## src/rtl/dbr_pkg.sv

```systemverilog
// Shared types for the delayed-branch scheduler: condition codes, FSM states,
// queue entry metadata and the condition evaluator.
package dbr_pkg;

  typedef enum logic [2:0] {
    NV = 3'd0,
    AL = 3'd1,
    EQ = 3'd2,
    NE = 3'd3,
    LT = 3'd4,
    LE = 3'd5,
    GT = 3'd6,
    GE = 3'd7
  } cond_t;

  typedef enum logic [1:0] {
    IDLE     = 2'd0,
    REDIRECT = 2'd1,
    HALTED   = 2'd2
  } state_t;

  // Per-entry metadata; the destination rides alongside it so AW stays a parameter.
  typedef struct packed {
    cond_t      cond;
    logic       halt;
    logic [1:0] lane;
  } entry_t;

  localparam int         ENTRY_W = $bits(entry_t);
  localparam logic [1:0] LANE_P0 = 2'b01;
  localparam logic [1:0] LANE_P1 = 2'b10;

  function automatic logic cond_met(cond_t c, logic n, logic v, logic z);
    logic lt;
    lt = n ^ v;
    case (c)
      NV:      cond_met = 1'b0;
      AL:      cond_met = 1'b1;
      EQ:      cond_met = z;
      NE:      cond_met = !z;
      LT:      cond_met = lt;
      LE:      cond_met = z | lt;
      GT:      cond_met = !z & !lt;
      GE:      cond_met = !lt;
      default: cond_met = 1'b0;
    endcase
  endfunction

endpackage

```

## src/rtl/dbr_fifo.sv

```systemverilog
// Dual-write, single-pop circular buffer with synchronous clear; lane 0 lands before lane 1.
// Writes and pop take effect at the next edge; the caller gates writes against count.
module dbr_fifo #(
  parameter int DEPTH = 4,
  parameter int W     = 8,
  localparam int PW   = $clog2(DEPTH),
  localparam int CW   = PW + 1
) (
  input  logic          clk,
  input  logic          rst,
  input  logic          clr,
  input  logic          wr0,
  input  logic [W-1:0]  wr0_dat,
  input  logic          wr1,
  input  logic [W-1:0]  wr1_dat,
  input  logic          pop,
  output logic [W-1:0]  head_dat,
  output logic [CW-1:0] count
);

  logic [W-1:0]  mem [DEPTH];
  logic [PW-1:0] head;
  logic [PW-1:0] tail;
  logic [PW-1:0] wr1_idx;
  logic [1:0]    n_wr;

  assign n_wr     = {1'b0, wr0} + {1'b0, wr1};
  assign wr1_idx  = wr0 ? tail + PW'(1) : tail;
  assign head_dat = mem[head];

  always_ff @(posedge clk) begin
    if (wr0) mem[tail]    <= wr0_dat;
    if (wr1) mem[wr1_idx] <= wr1_dat;
  end

  always_ff @(posedge clk or negedge rst) begin
    if (!rst) begin
      head  <= '0;
      tail  <= '0;
      count <= '0;
    end else if (clr) begin
      head  <= '0;
      tail  <= '0;
      count <= '0;
    end else begin
      tail  <= tail + PW'(n_wr);
      head  <= head + PW'(pop);
      count <= count + CW'(n_wr) - CW'(pop);
    end
  end

endmodule

```

## src/rtl/dbr_sched.sv

```systemverilog
// Delayed-branch resolution scheduler: queues p0/p1 branch halves, resolves the head on flags_valid.
// Results are registered one cycle after resolution; redirect holds until redirect_ready.
module dbr_sched
  import dbr_pkg::*;
#(
  parameter int DEPTH = 4,
  parameter int AW    = 8
) (
  input  logic          clk,
  input  logic          rst,
  input  logic          enq_p0_valid,
  input  logic [AW-1:0] enq_p0_dest,
  input  logic [2:0]    enq_p0_cond,
  input  logic          enq_p0_halt,
  input  logic          enq_p1_valid,
  input  logic [AW-1:0] enq_p1_dest,
  input  logic [2:0]    enq_p1_cond,
  input  logic          enq_p1_halt,
  input  logic          flags_valid,
  input  logic          N,
  input  logic          V,
  input  logic          Z,
  input  logic          redirect_ready,
  output logic          full,
  output logic          empty,
  output logic          redirect_valid,
  output logic [AW:0]   redirect_pc,
  output logic          redirect_odd,
  output logic          flush_pipe,
  output logic [1:0]    do_delayed_lane,
  output logic          halted,
  output logic [AW-1:0] halt_addr,
  output logic          spurious_resolve
);

  localparam int CW = $clog2(DEPTH) + 1;
  localparam int W  = AW + ENTRY_W;

  state_t        state, state_nxt;
  logic [CW-1:0] count;
  logic [W-1:0]  head_dat, wr0_dat, wr1_dat;
  logic [AW-1:0] head_dest;
  entry_t        head_ent, ent0, ent1;
  logic          enq_ok, wr0, wr1, pop, clr, taken;

  logic          rv_nxt, odd_nxt, flush_nxt, halted_nxt, spur_nxt;
  logic [AW:0]   pc_nxt;
  logic [1:0]    lane_nxt;
  logic [AW-1:0] haddr_nxt;

  assign full  = (count > CW'(DEPTH - 2));
  assign empty = (count == '0);

  always_comb begin
    ent0 = '{cond: cond_t'(enq_p0_cond), halt: enq_p0_halt, lane: LANE_P0};
    ent1 = '{cond: cond_t'(enq_p1_cond), halt: enq_p1_halt, lane: LANE_P1};
  end

  assign wr0_dat               = {enq_p0_dest, ent0};
  assign wr1_dat               = {enq_p1_dest, ent1};
  assign {head_dest, head_ent} = head_dat;

  assign enq_ok = (state == IDLE) && !full;
  assign wr0    = enq_ok && enq_p0_valid;
  assign wr1    = enq_ok && enq_p1_valid;
  assign taken  = (state == IDLE) && flags_valid && !empty && cond_met(head_ent.cond, N, V, Z);
  assign pop    = (state == IDLE) && flags_valid && !empty && !taken;
  // Everything queued behind a taken branch is wrong-path, so the queue is dropped wholesale.
  assign clr    = ((state == REDIRECT) && redirect_ready) || (state == HALTED) ||
                  (taken && head_ent.halt);

  dbr_fifo #(.DEPTH(DEPTH), .W(W)) u_fifo (
    .clk      (clk),
    .rst      (rst),
    .clr      (clr),
    .wr0      (wr0),
    .wr0_dat  (wr0_dat),
    .wr1      (wr1),
    .wr1_dat  (wr1_dat),
    .pop      (pop),
    .head_dat (head_dat),
    .count    (count)
  );

  always_ff @(posedge clk or negedge rst) begin
    if (!rst) state <= IDLE;
    else      state <= state_nxt;
  end

  always_comb begin
    state_nxt  = state;
    rv_nxt     = redirect_valid;
    pc_nxt     = redirect_pc;
    odd_nxt    = redirect_odd;
    lane_nxt   = do_delayed_lane;
    flush_nxt  = 1'b0;
    halted_nxt = halted;
    haddr_nxt  = halt_addr;
    spur_nxt   = 1'b0;
    case (state)
      IDLE: begin
        if (flags_valid && empty) begin
          spur_nxt = 1'b1;
        end else if (taken) begin
          flush_nxt = 1'b1;
          if (head_ent.halt) begin
            state_nxt  = HALTED;
            halted_nxt = 1'b1;
            haddr_nxt  = head_dest;
          end else begin
            state_nxt = REDIRECT;
            rv_nxt    = 1'b1;
            pc_nxt    = {1'b0, head_dest[AW-1:1], 1'b0};
            odd_nxt   = head_dest[0];
            lane_nxt  = head_ent.lane;
          end
        end
      end
      REDIRECT: begin
        spur_nxt = flags_valid;
        if (redirect_ready) begin
          state_nxt = IDLE;
          rv_nxt    = 1'b0;
          pc_nxt    = '0;
          odd_nxt   = 1'b0;
          lane_nxt  = '0;
        end
      end
      HALTED: state_nxt = HALTED;
      default: state_nxt = IDLE;
    endcase
  end

  always_ff @(posedge clk or negedge rst) begin
    if (!rst) begin
      redirect_valid   <= 1'b0;
      redirect_pc      <= '0;
      redirect_odd     <= 1'b0;
      do_delayed_lane  <= '0;
      flush_pipe       <= 1'b0;
      halted           <= 1'b0;
      halt_addr        <= '0;
      spurious_resolve <= 1'b0;
    end else begin
      redirect_valid   <= rv_nxt;
      redirect_pc      <= pc_nxt;
      redirect_odd     <= odd_nxt;
      do_delayed_lane  <= lane_nxt;
      flush_pipe       <= flush_nxt;
      halted           <= halted_nxt;
      halt_addr        <= haddr_nxt;
      spurious_resolve <= spur_nxt;
    end
  end

endmodule

```

## config.mk

```make
export PLATFORM = sky130hd
export DESIGN_NAME = dbr_sched
export DESIGN_NICKNAME = d
export VERILOG_FILES = /design/src/rtl/dbr_pkg.sv /design/src/rtl/dbr_fifo.sv /design/src/rtl/dbr_sched.sv
export SDC_FILE = /design/constraint.sdc
export NUM_CORES = 1
export LEC_CHECK = 0
export ABC_AREA = 1
export CORE_MARGIN = 3
export CORE_UTILIZATION = 55
export CTS_CLUSTER_DIAMETER = 60
export CTS_CLUSTER_SIZE = 14
export DETAILED_ROUTE_END_ITERATION = 12
export HOLD_SLACK_MARGIN = 0.08
export PLACE_DENSITY = 0.82
export SYNTH_ARGS = -nofsm -noshare
export SYNTH_HDL_FRONTEND = slang
export SYNTH_HIERARCHICAL = 1
export SYNTH_SLANG_ARGS = --single-unit
```

## constraint.sdc

```tcl
create_clock -name clk -period 8.04 [get_ports clk]
set_clock_uncertainty 0.1 [all_clocks]
set_input_delay 0.804 -clock clk [delete_from_list [all_inputs] [get_ports clk]]
set_output_delay 0.804 -clock clk [all_outputs]
set_load 0.03 [all_outputs]
```

==> parameters.txt <==
Parameter                              Value

Timing
  Final worst path period need    3.852 ns
  Final hold violations    0
  Max-slew violations    0
  Setup repair after global routing missed its margin    no
  Relative slew margins    0.4218
  Transition time at the pin with the least slew margin    0.8673 ns
  Setup-failing EPs final    0
  Part of the cycle the worst path needs    0.4792
  Aggregate negative setup slack    0 ns
  Fmax achieved    259.6 MHz

Floorplan
  Width of the die    100.4 µm
  Initial Utilization    0.5816
  Number of placed I/O pins    59
  Area of the die    0.01008 mm²
  Vertical extent of the die    100.4 µm
  Area of the core    0.008423 mm²
  Number of core rows    33

Synthesis
  Synth Area in Adders    0.02963
  Post-synthesis simple-gate area fraction    0.2953
  Instance count of the mapped netlist    553
  Share of the synthesized area in the top cell type    0.3433
  Top cell type by total area after synthesis    sky130_fd_sc_hd__edfxtp_1
  Syn Std Cell Area    0.004898 mm²
  Post-synthesis compound-gate area fraction    0.07152
  Post-Synth XOR/XNOR Area    0.003576
  Leading cell types by total area after synthesis    sky130_fd_sc_hd__edfxtp_1 (34%), sky130_fd_sc_hd__dfrtp_1 (16%), sky130_fd_sc_hd__nand2_1 (13%)
  Fraction of the yosys area taken by sequential cells    0.5017
  Share of cell area taken by muxes after synthesis    0
  Count of distinct cell types in the synthesized netlist    32
  Main combinational cell family by area after synthesis    simple AND/OR/NAND/NOR gates
  Yosys warnings    6
  Synth Register Bits    87
  Synthesized area per cell    8.858 µm²

Power and ir drop
  Leakage    2.503 nW
  Pwr Density    390.1 mW/mm²
  IR drop worst, VDD    0.2268 mV

Finish
  Area growth from synthesis to final layout    13.56%
  Antenna cell count    0
  Cell area after layout    0.005563 mm²
  Post-route insts no fill    710
  Layout cell share with drive strength beyond 1    0.08595
  Number of nets in the finished design    644
  Filler instances    705

Outcome
  Result of the run    completed

Drt
  Number of DRC markers after the initial detailed-route iteration    389
  Post-route antenna net violation count    0
  Detailed-router iteration count before antenna repair    6
  Via count    3874
  Drc violations    0
  Avg WL per Cell    15.22 µm
  Via density per instance    5.456
  Final WL    10810 µm

Placement
  RePlAce Congestion    0.9115
  Post-detailed-placement half-perimeter wirelength    8138 µm
  Number of placed instances, taps included    694
  IO buf count    56
  Placement Cell Area    0.005360 mm²

Worst setup path
  Critical path's slowest cell    sky130_fd_sc_hd__dfrtp_1
  Classification of the worst setup path    flop to flop
  Family with the most delay on the worst path    buffers and inverters
  Crit Path Max Fanout    30
  Most common cell on crit path    sky130_fd_sc_hd__nand2_1
  Critical path's largest stage delay    0.83 ns
  Crit path cell chain    clkinv_1 -> o21ai_0 -> o22ai_1 -> inv_1 -> nand2_1 -> nand2_1 -> nand2_1 -> nand3_1 -> nand2_1 -> nor2_1 -> ha_1 -> inv_1 -> ha_1 -> inv_1 -> fa_1 -> inv_1 -> nand2_1 -> nand2_1 -> nor2_1
  Endpoint required time on the critical path    8.20 ns
  Critical Path End Type    flop
  Data arrival, critical path    4.01 ns
  WP buf/inv    5
  Startpoint class of the critical path    flop

Clocking
  # H-tree levels    3
  Cells resized by post-CTS repair    0
  Max clock buf depth    2
  CTS tree    yes
  Clk_lat worst skew    0.36 ns
  Clk sinks    87
  CTS Buf Count    9
  Buffers inserted by post-CTS timing repair    0
  Clock root buffer    sky130_fd_sc_hd__clkbuf_8
  Clock input transition at the sequential cells of the worst setup and hold paths    0.09 ns
  Hold buffer count at cts    0

GRT
  Maximum number of pins on one net before global-route repair    62
  First-pass GRT wire length    17260 µm
  Remaining global-route overflow    0
  Overall global routing resource usage    0.2201
  Via count of the first global-routing pass    3460
  Initial antenna violation count    0

Hold path
  Hold Path Class    flop to flop

Run
  Max capacitance violation total    0
stage by stage:
step	worst slack [ns]	power, mW	util	hold WS [ns]
3_5_place_dp	4.104	1.867	0.6364	0.3575
6_report	4.188	2.170	0.6604	0.3735
2_1_floorplan	5.092	1.675	-	0.3938
4_1_cts	4.201	2.176	0.6604	0.3804
3_3_place_gp	4.243	1.825	0.6364	0.3503
5_1_grt	3.696	2.353	0.6604	0.4043
where the power goes:
part           total (mW)  internal (mW)  leakage [nW]  switching [mW]
Combinational        1.12          0.351          1.50           0.772
Clock               0.308          0.147        0.0982           0.161
Sequential          0.738          0.649         0.902          0.0891
cells in the mapped netlist:
master / instances
sky130_fd_sc_hd__nand2_4: 3
sky130_fd_sc_hd__o22ai_1: 14
sky130_fd_sc_hd__buf_6: 17
sky130_fd_sc_hd__nor2_1: 52
sky130_fd_sc_hd__ha_1: 10
sky130_fd_sc_hd__a21o_1: 1
sky130_fd_sc_hd__buf_4: 10
sky130_fd_sc_hd__buf_2: 4
sky130_fd_sc_hd__nand2_1: 173
sky130_fd_sc_hd__clkbuf_1: 7
sky130_fd_sc_hd__o21ai_2: 8
sky130_fd_sc_hd__dfrtp_1: 31
sky130_fd_sc_hd__o211ai_1: 1
sky130_fd_sc_hd__a211oi_1: 1
sky130_fd_sc_hd__xor2_1: 2
sky130_fd_sc_hd__nor3_4: 2
sky130_fd_sc_hd__clkinv_2: 2
sky130_fd_sc_hd__edfxtp_1: 56
sky130_fd_sc_hd__nand3_2: 5
sky130_fd_sc_hd__clkinv_1: 1
sky130_fd_sc_hd__or2_2: 2
sky130_fd_sc_hd__inv_1: 35
sky130_fd_sc_hd__a21oi_1: 3
sky130_fd_sc_hd__nand3_1: 2
sky130_fd_sc_hd__nand2_2: 8
sky130_fd_sc_hd__nand4_1: 66
sky130_fd_sc_hd__o21ai_0: 30
sky130_fd_sc_hd__fa_1: 1
sky130_fd_sc_hd__conb_1: 2
sky130_fd_sc_hd__o21ai_1: 1
sky130_fd_sc_hd__inv_2: 2
sky130_fd_sc_hd__inv_6: 1
kinds of logic after synthesis:
kind of cell / after synthesis
AOI/OAI and AO/OA: 59
xor gates and xnor gates: 2
adders and majority gates: 11
buffers and inverters: 79
DFF: 87
other: 2
and+or+nand+nor: 313
layout make-up:
cell class | instances | area (µm²) | area share
clock buffer | 9 | 123.9 | 0.02227
multi-input combinational | 403 | 2034 | 0.3657
clock inverter | 7 | 78.83 | 0.01417
sequential | 87 | 2457 | 0.4417
timing repair buffer | 58 | 575.6 | 0.1035
inverter | 41 | 161.4 | 0.02901
tap | 105 | 131.4 | 0.02362
path summary, 6_finish.rpt:
path	slack [ns]	start	cells past startpoint	endpoint
max	4.19	u_fifo/head[0]$_DFF_PN0_	19	u_fifo/count[2]$_DFF_PN0_
min	0.37	redirect_pc[2]$_DFFE_PN0P_	2	redirect_pc[2]$_DFFE_PN0P_
max reg2reg	4.19	u_fifo/head[0]$_DFF_PN0_	19	u_fifo/count[2]$_DFF_PN0_
min reg2reg	0.37	redirect_pc[2]$_DFFE_PN0P_	2	redirect_pc[2]$_DFFE_PN0P_
max in group asynchronous	6.81	rst	2	halt_addr[2]$_DFFE_PN0P_
min in group asynchronous	0.73	rst	2	spurious_resolve$_DFF_PN0_
flip-flops by register name (all words and copies together) (netlist names):
signal / count
halted: 1
halt_addr: 8
u_fifo/head: 2
redirect_valid: 1
u_fifo/count: 3
flush_pipe: 1
spurious_resolve: 1
do_delayed_lane: 2
state: 2
u_fifo/mem: 56
redirect_pc: 7
u_fifo/tail: 2
redirect_odd: 1
metal layers:
metal,routed length (µm),up-vias,global-route usage
met1,5119,1728,0.3379
met5,0,-,0
met2,4714,187,0.3196
met4,156,0,0.07668
met3,817,12,0.03197
li1,-,1947,-
tightest hold or removal path: stages (launching register included):
cell and delay, ns:
sky130_fd_sc_hd__dfrtp_1 0.35, sky130_fd_sc_hd__nand2_1 0.05, sky130_fd_sc_hd__nand2_1 0.04
layout by cell type, fill, tap and decap left out, drive strengths merged, types with 2 or more instances in the layout:
master,netlist,routed
a21oi,3,3
clkinvlp,0,2
edfxtp,56,56
xor2,2,2
clkinv,3,4
conb,2,18
ha,10,10
nand2,184,184
o22ai,14,14
clkdlybuf4s50,0,56
dfrtp,31,31
nand4,66,66
nand3,7,7
clkbuf,7,9
nor3,2,2
or2,2,2
o21ai,39,39
inv,38,41
nor2,52,52
buf,31,2
No activity file was read; power rests on OpenSTA's default activity.
